File: src/rtl/hazard_scoreboard.sv
// Hazard scoreboard: operand forwarding select, long-latency busy tracking and decode stall.
// Optional stall-cycle perf counter enabled by defining HAZARD_PERF_CNT_EN.

module hazard_fwd_cmp (
  input  logic       regwrite,
  input  logic [4:0] rd,
  input  logic [4:0] rs,
  output logic       hit
);
  assign hit = regwrite && (rd == rs) && (rs != 5'd0);
endmodule

module hazard_scoreboard #(
  parameter int NUM_FWD_STAGES  = 3,
  parameter int MAX_OUTSTANDING = 4,
  localparam int FW = $clog2(NUM_FWD_STAGES+1)
) (
  input  logic                        clk,
  input  logic                        rst_n,
  input  logic [4:0]                  rs1_d,
  input  logic [4:0]                  rs2_d,
  input  logic [4:0]                  rd_d,
  input  logic                        longlat_d,
  input  logic [4:0]                  rs1_e,
  input  logic [4:0]                  rs2_e,
  input  logic [NUM_FWD_STAGES-1:0]   regwrite_s,
  input  logic [5*NUM_FWD_STAGES-1:0] rd_s,
  input  logic                        issue_valid,
  input  logic [4:0]                  issue_rd,
  input  logic                        done_valid,
  input  logic [4:0]                  done_rd,
  input  logic                        flush,
  output logic [FW-1:0]               fwda_e,
  output logic [FW-1:0]               fwdb_e,
  output logic                        stall_d,
  output logic                        full,
  output logic [31:0]                 pending
`ifdef HAZARD_PERF_CNT_EN
  ,output logic [31:0]                stall_cycles
`endif
);

  typedef struct packed {
    logic       vld;
    logic [4:0] rd;
  } ll_evt_t;

  ll_evt_t issue_ev, done_ev;
  assign issue_ev = '{vld: issue_valid, rd: issue_rd};
  assign done_ev  = '{vld: done_valid,  rd: done_rd};

  logic [NUM_FWD_STAGES-1:0][4:0] rd_stage;
  logic [NUM_FWD_STAGES-1:0]      hit_a, hit_b;
  assign rd_stage = rd_s;

  for (genvar k = 0; k < NUM_FWD_STAGES; k++) begin : g_stage
    hazard_fwd_cmp u_cmp_a (.regwrite(regwrite_s[k]), .rd(rd_stage[k]), .rs(rs1_e), .hit(hit_a[k]));
    hazard_fwd_cmp u_cmp_b (.regwrite(regwrite_s[k]), .rd(rd_stage[k]), .rs(rs2_e), .hit(hit_b[k]));
  end

  // Walk oldest to youngest so the youngest matching stage wins.
  always_comb begin
    fwda_e = '0;
    fwdb_e = '0;
    for (int k = NUM_FWD_STAGES-1; k >= 0; k--) begin
      if (hit_a[k]) fwda_e = FW'(k+1);
      if (hit_b[k]) fwdb_e = FW'(k+1);
    end
  end

  logic [31:0] pend_q, pend_nxt;
  logic [3:0]  cnt_q;
  logic        inc, dec;

  assign inc = issue_ev.vld & ~done_ev.vld;
  assign dec = done_ev.vld & ~issue_ev.vld;

  // Issue is applied after done so a same-register collision leaves the bit set.
  always_comb begin
    pend_nxt = pend_q;
    if (done_ev.vld)  pend_nxt[done_ev.rd]  = 1'b0;
    if (issue_ev.vld) pend_nxt[issue_ev.rd] = 1'b1;
    pend_nxt[0] = 1'b0;
  end

  always_ff @(posedge clk or negedge rst_n) begin
    if (!rst_n) begin
      pend_q <= '0;
      cnt_q  <= '0;
    end else begin
      pend_q <= pend_nxt;
      if (inc && !full)               cnt_q <= cnt_q + 4'd1;
      else if (dec && cnt_q != 4'd0)  cnt_q <= cnt_q - 4'd1;
    end
  end

  assign pending = pend_q;
  assign full    = (cnt_q == 4'(MAX_OUTSTANDING));
  assign stall_d = ~flush & (pend_q[rs1_d] | pend_q[rs2_d] | pend_q[rd_d] | (longlat_d & full));

  a_no_overflow: assert property (@(posedge clk) disable iff (!rst_n) !(inc && full))
    else $error("hazard_scoreboard: issue while full");
  a_no_underflow: assert property (@(posedge clk) disable iff (!rst_n) !(dec && cnt_q == 4'd0))
    else $error("hazard_scoreboard: done with nothing outstanding");

`ifdef HAZARD_PERF_CNT_EN
  always_ff @(posedge clk or negedge rst_n) begin
    if (!rst_n)                               stall_cycles <= '0;
    else if (stall_d && stall_cycles != '1)   stall_cycles <= stall_cycles + 32'd1;
  end
`endif

endmodule

File: config.mk
export PLATFORM = sky130hd
export DESIGN_NAME = hazard_scoreboard
export DESIGN_NICKNAME = d
export VERILOG_FILES = /design/src/rtl/hazard_scoreboard.sv
export SDC_FILE = /design/constraint.sdc
export NUM_CORES = 1
export LEC_CHECK = 0
export CORE_ASPECT_RATIO = 1.4
export CORE_MARGIN = 2
export CORE_UTILIZATION = 30
export CTS_CLUSTER_DIAMETER = 120
export DETAILED_ROUTE_END_ITERATION = 12
export GPL_TIMING_DRIVEN = 0
export PLACE_DENSITY = 0.59
export REMOVE_ABC_BUFFERS = 1
export SYNTH_ARGS = -nofsm -noshare
export SYNTH_HDL_FRONTEND = slang
export SYNTH_SLANG_ARGS = --single-unit
File: constraint.sdc
create_clock -name clk -period 2.4 [get_ports clk]
set_input_delay 0.36 -clock clk [delete_from_list [all_inputs] [get_ports clk]]
set_output_delay 0.36 -clock clk [all_outputs]
set_load 0.02 [all_outputs]
==> results.md, run 1 <==
- Status: complete, but fails checks
- Failing checks: negative setup slack
- Worst path required time: around 2.0 ns
- 1st-pass router iterations: 4
- H-tree levels: 2
- Mean post-synth cell area: slightly above 10 um^2
- Switching share of power: between 30 and 40%
- NetSw: 0.00106 W
- Yosys cell types: between 40 and 50
- Slew @ Worst Pin: around 0.77 ns
- ANT cells: 0
- Core area: a little over 9000 um^2
- Pint: 0.00184 W
- Post-synthesis cell count: about 280
- WL/cell: 19.3 um
- CTS tree: done
- Starting Density: 31.1%
- Total negative setup slack: -0.0543 ns
- Share of the synthesized area in the top cell type: a little under a third
- Reg power frac: roughly a third
- Clock share of power: between 20% and 30%
- GPL Wtd Cong: between 0.8 and 0.9
- Post-placement cell count: between 400 and 500
- # rows: 41
- Synth area leaders: dfrtp_1 (31%), o21ai_0 (11%), mux4_2 (10%)
- Register bit total from synthesis: 35
- Busiest grt layer: met2
- LEAKAGE: roughly 1.6 nW
- Crit-path cells: mux4_2, nand2b_1, and4b_1, nor4_2, a41oi_2, buf_4
- Clock Tree Root: clkbuf_16
- CP max stage delay: 0.47 ns
- Synthesized area: 2830 um^2
- Die X-Extent: between 80 and 90 um
- Layout cells sized above 1: 17.0%
- Top_reg_cell synth: dfrtp_1
- First-pass GRT wire length: 15,000 um
- RSZ-0062 raised after global routing: yes
- Ports: 97
- Async SR Flop Fraction: 100%
- Final Hold Fails: 0
- Max-Slew Margin vs Limit: roughly half
- Vert. Die Dim: 119 um
- PwrDens: ~700 nW/um^2
- GR Util met3: a little under 3%
- Final core occ: between 40% and 50%
- Clock skew: slightly below 0.0008 ns
- Post-synth top cells: o21ai_0 (63), dfrtp_1 (35), xnor2_1 (20)
- Clock Latency Late Sink: approximately 0.28 ns
- Total CTS buffers: 5
- DP Wirelength: 7210 um
- Max-cap violations: 0
- Clock-pin transition on the worst setup and hold timing paths: 0.05 ns
- Dominant cell type by area after synthesis: dfrtp_1
- WL final: 9330 um
- Vias in the first global route: 2,827
- Via-to-Cell Ratio: 5.71
- Antenna violations before repair: 0
- Clock Sinks: 35
- CP top delay family: simple AND/OR/NAND/NOR gates
- Final #Nets: 438
- Final min period: 2.45 ns
- Met2 Track Usage GR: between 30% and 40%
- Congestion Overflow GR: 0
- Post-synth EDFFs: 0
- PortBufs: 95
- Hold crit path type: in2async
- Via count: 2,758
- Critical path data arrival time: around 2.1 ns
- Setup ws final: -0.0543 ns
- Crit path max fanout: 5
- Setup violations, final: 1
- Seq/Total Area, Yosys: between 30 and 40%
- Most frequent cell after synthesis: o21ai_0
- CP max stage cell: mux4_2
- Min Hold Slack: 0.158 ns
- DRT iter0 DRCs: 109
- Global Route Usage Sum: a little under a fifth
- Met1 Use GR: between 20 and 25%
- Layout area overhead: 42.9%
- Setup CP Type: reg2out
- Crit start category: register
- Die area: 10,200 um^2
- Slew Limit Fails: 0
- Critical Path Sink Type: output pin
- ANT nets after route: 0
- DRC: 0
- CTS Buffer Depth: 2
- Period Utilization, post-route: 102%
- Peak supply drop: approximately 0.4 mV
- Non-filler cells, final: roughly 480
- CTS Hold Bufs: 0
- Fmax achieved: approximately 410 MHz
- Logic pwr share: between 40% and 50%
- Yosys warning count: 0
- Largest net degree at the start of global routing: 36
- CP Buf/Inv Count: 1
[kinds of logic after synthesis]
| family | share of synthesized area, % |
|---|---|
| adder cells (fa/ha/maj) | 1.59 |
| other | 0.133 |
| AO/OA/AOI/OAI | 17.5 |
| flip-flops | 31.0 |
| XOR/XNOR | 10.5 |
| multiplexers | 19.0 |
| AND/OR/NAND/NOR | 17.1 |
| buffers and inverters | 3.10 |
[final timing paths]
path,from,endpoint,slack (ns),cells past startpoint
min,rst_n,pending[13]$_DFF_PN0_,0.16,1
min reg2reg,cnt_q[3]$_DFFE_PN0P_,cnt_q[3]$_DFFE_PN0P_,0.57,1
max,pending[17]$_DFF_PN0_,stall_d,-0.05,6
max reg2reg,cnt_q[1]$_DFFE_PN0P_,cnt_q[3]$_DFFE_PN0P_,0.16,9
max in group asynchronous,rst_n,pending[12]$_DFF_PN0_,1.70,1
min in group clk,cnt_q[3]$_DFFE_PN0P_,cnt_q[3]$_DFFE_PN0P_,0.57,1
[what timing repair did]
| item | CTS | global route |
|---|---|---|
| pin swaps | 0 | 4 |
| resized for setup | 68 | 22 |
| hold endpoints to repair | 0 | 0 |
| buffers inserted | 1 | 1 |
| setup endpoints to repair | 6 | 6 |
[area by class of cell]
type                            count  area (um^2)
Tap cell                          107          134
Fill cell                         878         5040
Clock buffer                        6          139
Inverter                            4         15.0
Clock inverter                      1         5.00
Multi-Input combinational cell    233         1930
Sequential cell                    35          881
Timing Repair Buffer               97          933
[state kept, by name (all words and copies together), names as in the netlist]
register  flops
pending      31
cnt_q         4
[per-stage QoR]
| stage | total power (W) | worst slack (ns) | instance area (um^2) |
|---|---|---|---|
| 2_1_floorplan | 0.00160 | 0.0363 | 2750 |
| 3_3_place_gp | 0.00221 | -1.08 | 3840 |
| 3_5_place_dp | 0.00223 | -1.06 | 3830 |
| 4_1_cts | 0.00289 | -0.0303 | 3980 |
| 5_1_grt | 0.00309 | -0.136 | 4040 |
| 6_report | 0.00291 | -0.0543 | 4040 |
[power by group through the flow]
| stage | clock (W) | sequential [W] | combinational [W] |
|---|---|---|---|
| after floorplan | 0 | 0.00106 | 0.000540 |
| after global placement | 0 | 0.000997 | 0.00121 |
| after detailed placement | 0 | 0.00101 | 0.00123 |
| after CTS | 0.000640 | 0.00100 | 0.00125 |
| after global routing | 0.000673 | 0.00104 | 0.00138 |
| final | 0.000632 | 0.00101 | 0.00127 |
[metal layers]
| metal | up-vias | routed length (um) |
|---|---|---|
| li1 | 1277 | - |
| met2 | 105 | 4970 |
| met1 | 1356 | 3540 |
| met3 | 20 | 539 |
| met5 | - | 0 |
| met4 | 0 | 286 |
[cell usage in the layout (no fill, tap or decap), drive strengths merged, types with 2 or more instances in the layout]
cell type	netlist	routed
mux4	17	17
or4	4	4
nand4	6	6
mux2	7	7
inv	4	4
nand2b	2	2
buf	6	8
dfrtp	35	35
o21ai	63	63
or3b	4	4
a2111oi	3	3
a21oi	3	3
clkbuf	3	9
mux2i	6	6
dlygate4sd2	0	11
xor2	14	14
nand3b	10	10
clkdlybuf4s15	0	5
nand3	4	4
clkdlybuf4s50	0	66
dlymetal6s2s	0	4
or3	2	2
nor2b	6	6
nor4	7	7
and2b	2	2
nand2	9	9
xnor2	20	20
nor2	14	14
a211oi	4	4
a21o	4	4
nor3b	3	3
ha	2	2
a221oi	2	2
No activity file was read; power rests on OpenSTA's default activity.
==> inputs of run 2 (changes only) <==
CORE_UTILIZATION = 26   (was 30)
GPL_TIMING_DRIVEN = unset   (was 0)
PLACE_DENSITY = 0.53   (was 0.59)
==> run 2 against run 1 <==
Compared with the run above: the run still ends with negative setup slack left; via count rose by 12%; critical path depth did not move; global-route usage fell by 0.36 points; worst hold slack improved by 0.33 ns; sequential cell count did not move; first-iteration DRC count rose by 45%.
==> results.md, run 2 (synthesis results as in run 1) <==
- Status: complete, but fails checks (unchanged)
- Failing checks: negative setup slack (unchanged)
- Clock-pin transition on the worst setup and hold timing paths: 0.05 ns (about the same)
- WL/cell: 17.9 um (was 19.3 um)
- ANT cells: 0 (unchanged)
- WL final: 10,700 um (was 9330 um)
- PwrDens: 675 nW/um^2 (was 720 nW/um^2)
- Clock Tree Root: clkbuf_16 (unchanged)
- DRT iter0 DRCs: 158 (was 109)
- Min Hold Slack: 0.487 ns (was 0.158 ns)
- Ports: 97 (unchanged)
- Die area: 11,700 um^2 (was 10,200 um^2)
- # rows: 45 (was 41)
- Layout cells sized above 1: 30.3% (was 17.0%)
- CTS Buffer Depth: 2 (unchanged)
- Max FFs per register: 31 (unchanged)
- Die X-Extent: 92.1 um (was 86.0 um)
- Clock Sinks: 35 (unchanged)
- Largest net degree at the start of global routing: 36 (unchanged)
- Final Hold Fails: 0 (unchanged)
- ANT nets after route: 0 (unchanged)
- Commonest cells after routing, fill and taps aside: buf_4 (81), clkdlybuf4s50_1 (70), o21ai_0 (63) (was clkdlybuf4s50_1 (66), o21ai_0 (63), dfrtp_1 (31))
- Max-cap violations: 0 (unchanged)
- H-tree levels: 2 (unchanged)
- Crit start category: register (unchanged)
- Period Utilization, post-route: 102% (about the same)
- GPL Wtd Cong: 0.903 (was 0.875)
- Setup ws final: -0.0464 ns (was -0.0543 ns)
- Placed Area: 4480 um^2 (was 3830 um^2)
- Vias in the first global route: 3,285 (was 2,827)
- Final min period: 2.45 ns (about the same)
- Core area: 10,700 um^2 (was 9080 um^2)
- DP Wirelength: 8930 um (was 7210 um)
- Via-to-Cell Ratio: 5.14 (was 5.71)
- Critical path data arrival time: 2.09 ns (about the same)
- Clock skew: 0.00342 ns (was 0.000775 ns)
- RSZ-0062 raised after global routing: yes (unchanged)
- Antenna violations before repair: 0 (unchanged)
- Vert. Die Dim: 127 um (was 119 um)
- Total negative setup slack: -0.0464 ns (was -0.0543 ns)
- Starting Density: 26.4% (was 31.1%)
- Clock Latency Late Sink: 0.28 ns (about the same)
- CTS Hold Bufs: 0 (unchanged)
- CTS tree: done (unchanged)
- Non-filler cells, final: 599 (was 483)
- Worst path required time: 2.04 ns (about the same)
- Commonest non-fill, non-tap cell in the layout: buf_4 (was clkdlybuf4s50_1)
- DRC: 0 (unchanged)
- Total CTS buffers: 5 (unchanged)
- Setup violations, final: 1 (unchanged)
- Global Route Usage Sum: 18.5% (was 18.8%)
- PortBufs: 95 (unchanged)
- 1st-pass router iterations: 4 (unchanged)
- Critical Path Sink Type: output pin (unchanged)
- Post-placement cell count: 586 (was 474)
- Congestion Overflow GR: 0 (unchanged)
- Peak supply drop: 0.242 mV (was 0.401 mV)
- LEAKAGE: 1.98 nW (was 1.56 nW)
- Crit path max fanout: 5 (unchanged)
- First-pass GRT wire length: 16,700 um (was 15,000 um)
- Final #Nets: 520 (was 438)
- Hold crit path type: in2async (unchanged)
- Via count: 3,080 (was 2,758)
- Design area: 4760 um^2 (was 4040 um^2)
- Final core occ: 44.5% (about the same)
- Fmax achieved: 409 MHz (was 407 MHz)
- Layout area overhead: 68.4% (was 42.9%)
- Slew Limit Fails: 0 (unchanged)
- Setup CP Type: reg2out (unchanged)
[run 2: cell type report]
type	count	area, um^2
Clock buffer	6	139
Sequential cell	35	877
Inverter	4	15.0
Clock inverter	1	5.00
Fill cell	1040	5940
Multi-Input combinational cell	233	1980
Timing Repair Buffer	179	1570
Tap cell	141	176
[run 2: final timing paths]
check / slack, ns / end / start / cells after the start
setup / recovery: -0.05 / stall_d / pending[23]$_DFF_PN0_ / 6
hold / removal: 0.49 / pending[10]$_DFF_PN0_ / rst_n / 2
setup reg to reg: 0.21 / cnt_q[3]$_DFFE_PN0P_ / cnt_q[2]$_DFFE_PN0P_ / 10
hold reg to reg: 0.53 / cnt_q[3]$_DFFE_PN0P_ / cnt_q[3]$_DFFE_PN0P_ / 1
max in group asynchronous: 1.55 / pending[23]$_DFF_PN0_ / rst_n / 2
min in group clk: 0.53 / cnt_q[3]$_DFFE_PN0P_ / cnt_q[3]$_DFFE_PN0P_ / 1
[run 2: stage by stage]
stage	setup slack [ns]	total power [W]
4_1_cts	-0.0836	0.00319
5_1_grt	-0.102	0.00340
3_5_place_dp	-0.813	0.00255
3_3_place_gp	-0.760	0.00252
2_1_floorplan	0.0363	0.00160
6_report	-0.0464	0.00321
[run 2: worst max-delay path: stages, from the launching register on]
cell and delay (ns):
dfrtp_2 0.44, mux4_2 0.47, nand2b_4 0.14, and4b_1 0.21
nor4_4 0.22, a41oi_1 0.15, buf_2 0.18
[run 2: per-layer routing]
metal,global-route usage (%),part of all wire (%)
met5,0,0
met1,20.3,37
met4,8.87,2.7
met3,2.06,5.0
met2,34.9,55
[run 2: where the power goes]
group,total (W),switching [W],internal (W),leakage [nW]
clock network,0.000631,0.000227,0.000404,0.0727
logic,0.00165,0.000724,0.000929,1.48
registers,0.000924,0.000172,0.000752,0.425
total,0.00321,0.00112,0.00208,1.98
[run 2: repair_timing]
action | in CTS | in global routing
resized for setup | 52 | 24
pin swaps | 8 | 7
hold endpoints to repair | 0 | 0
cloned | 0 | 0
setup buffers | 5 | 1
setup endpoints to repair | 5 | 3
==> inputs of run 3 (changes only) <==
clock period = 2.6 ns   (was 2.4 ns; I/O delays follow)
==> run 3 against run 2 <==
Compared with the run above: worst setup slack improved by 0.099 ns; highest routed layer unchanged; critical path depth did not move; sequential cell count did not move; critical path type is now in2out; combinational power decreased by 17%; the flow now finishes without violations; first-iteration DRC count rose by 35%; clock power rose by 10%; power shrank 8.0%.
==> results.md, run 3 (synthesis results as in run 1) <==
- Status: complete, no violations (was complete, but fails checks)
- Tot Pwr: 0.00295 W (was 0.00321 W)
- Ports: 97 (unchanged)
- Final min period: between 2 and 3 ns
- Critical path data arrival time: 2.16 ns (was 2.09 ns)
- Setup CP Type: in2out (was reg2out)
- Crit path max fanout: 3 (was 5)
- Worst path required time: 2.21 ns (was 2.04 ns)
- Clock-pin transition on the worst setup and hold timing paths: 0.05 ns (about the same)
- Clock skew: 0.000240 ns (was 0.00342 ns)
- Global Route Usage Sum: 18.4% (was 18.5%)
- LEAKAGE: 1.85 nW (was 1.98 nW)
- Final core occ: 43.0% (was 44.5%)
- Pint: 0.00193 W (was 0.00208 W)
- Vert. Die Dim: 127 um (unchanged)
- Total CTS buffers: 5 (unchanged)
- Congestion Overflow GR: 0 (unchanged)
- Hold crit path type: reg2reg (was in2async)
- Switching share of power: 34.7% (was 35.0%)
- NetSw: 0.00102 W (was 0.00112 W)
- WL/cell: 18.5 um (was 17.9 um)
- Layout area overhead: 62.7% (was 68.4%)
- PortBufs: 95 (unchanged)
- Clock Latency Late Sink: 0.28 ns (about the same)
- H-tree levels: 2 (unchanged)
- Min Hold Slack: 0.517 ns (was 0.487 ns)
- Fmax achieved: just under 400 MHz
- WL final: 10,700 um (about the same)
- Peak supply drop: 0.253 mV (was 0.242 mV)
- DRT iter0 DRCs: 213 (was 158)
- Max-cap violations: 0 (unchanged)
- Slew Limit Fails: 0 (unchanged)
- Die X-Extent: 92.1 um (unchanged)
- RSZ-0062 raised after global routing: no (was yes)
- # rows: 45 (unchanged)
- Reg power frac: 30.0% (was 28.8%)
- Die area: 11,700 um^2 (unchanged)
- CTS Hold Bufs: 0 (unchanged)
- Clock share of power: 23.5% (was 19.7%)
- DRC: 0 (unchanged)
- Commonest non-fill, non-tap cell in the layout: clkdlybuf4s50_1 (was buf_4)
- Via-to-Cell Ratio: 5.21 (was 5.14)
- 1st-pass router iterations: 4 (unchanged)
- Clock Tree Root: clkbuf_16 (unchanged)
- Core area: 10,700 um^2 (unchanged)
- Commonest cells after routing, fill and taps aside: clkdlybuf4s50_1 (78), o21ai_0 (63), buf_4 (60) (was buf_4 (81), clkdlybuf4s50_1 (70), o21ai_0 (63))
- Setup violations, final: 0 (was 1)
- Non-filler cells, final: 578 (was 599)
- Critical Path Sink Type: output pin (unchanged)
- ANT cells: 0 (unchanged)
- Vias in the first global route: 3,228 (was 3,285)
- ANT nets after route: 0 (unchanged)
- Final Hold Fails: 0 (unchanged)
- GPL Wtd Cong: 0.870 (was 0.903)
- Crit start category: input pin (was register)
- Layout cells sized above 1: 27.5% (was 30.3%)
- Max FFs per register: 31 (unchanged)
- CTS tree: done (unchanged)
- PwrDens: 642 nW/um^2 (was 675 nW/um^2)
- Via count: 3,011 (was 3,080)
- Largest net degree at the start of global routing: 36 (unchanged)
- Final #Nets: 498 (was 520)
- Post-placement cell count: 570 (was 586)
- DP Wirelength: 8780 um (was 8930 um)
- CTS Buffer Depth: 2 (unchanged)
- Clock Sinks: 35 (unchanged)
- Starting Density: 26.4% (unchanged)
- Period Utilization, post-route: 98.0%
- First-pass GRT wire length: 16,700 um (about the same)
- Logic pwr share: 46.4% (was 51.5%)
- Antenna violations before repair: 0 (unchanged)
==> run 3: cell count changes in the layout (fill, tap and decap cells not counted), sizes merged <==
cell and delta:
dlymetal6s2s -1, clkbuf +2, clkdlybuf4s15 +2, dlygate4sd2 -8
bufinv +1, clkdlybuf4s50 +8, buf -25
==> run 3: worst paths after layout <==
path | startpoint | endpoint | slack (ns) | depth (start not counted)
worst max-delay path | rs2_e[3] | fwdb_e[0] | 0.05 | 6
worst min-delay path | cnt_q[3]$_DFFE_PN0P_ | cnt_q[3]$_DFFE_PN0P_ | 0.52 | 1
worst max register to register | cnt_q[0]$_DFFE_PN0P_ | cnt_q[3]$_DFFE_PN0P_ | 0.29 | 10
worst min register to register | cnt_q[3]$_DFFE_PN0P_ | cnt_q[3]$_DFFE_PN0P_ | 0.52 | 1
max in group asynchronous | rst_n | pending[13]$_DFF_PN0_ | 1.74 | 2
min in group asynchronous | rst_n | pending[6]$_DFF_PN0_ | 0.53 | 2
==> run 3: worst max-delay path: stages <==
cell and delay (ns):
clkdlybuf4s50_1 0.54, or4_4 0.16, nor2_2 0.03, or4_1 0.54, a21o_1 0.21, clkdlybuf4s15_1 0.29
==> run 3: layer usage <==
layer  track usage (%)  share of wire [%]  vias to the layer above  wire (um)
met5                 0                  0                        -          0
met4              6.50                2.0                        0        212
met3              2.59                5.3                       13        563
met2              36.2                 56                      121       6010
met1              19.6                 36                     1482       3890
li1                  -                  -                     1395          -
==> run 3: cell type report <==
class | count | area (um^2)
Fill cell | 1055 | 6100
Multi-Input combinational cell | 233 | 1960
Timing Repair Buffer | 157 | 1400
Sequential cell | 35 | 878
Tap cell | 141 | 176
Clock buffer | 6 | 139
Clock inverter | 2 | 35.0
Inverter | 4 | 15.0
==> run 3: metrics by stage <==
step | worst slack, ns | cell area (um^2) | TNS, ns
after floorplan | 0.236 | 2750 | 0
after global routing | 0.000751 | 4600 | 0
after global placement | -0.707 | 4350 | -1.98
after detailed placement | -0.691 | 4350 | -1.92
final | 0.0522 | 4600 | 0
after CTS | 0.0148 | 4550 | 0
==> run 3: power groups by stage <==
stage	Clock [W]	Sequential, W	Combinational [W]
6_report	0.000695	0.000887	0.00137
3_3_place_gp	0	0.000888	0.00133
5_1_grt	0.000728	0.000910	0.00148
4_1_cts	0.000706	0.000885	0.00137
3_5_place_dp	0	0.000894	0.00135
2_1_floorplan	0	0.000980	0.000498
==> run 3: what timing repair did <==
| item | 4_1_cts | 5_1_grt |
|---|---|---|
| pin swaps | 3 | 3 |
| endpoints found under the setup margin | 5 | 4 |
| gates cloned | 0 | 0 |
| resized for setup | 40 | 23 |
| setup buffers | 0 | 0 |
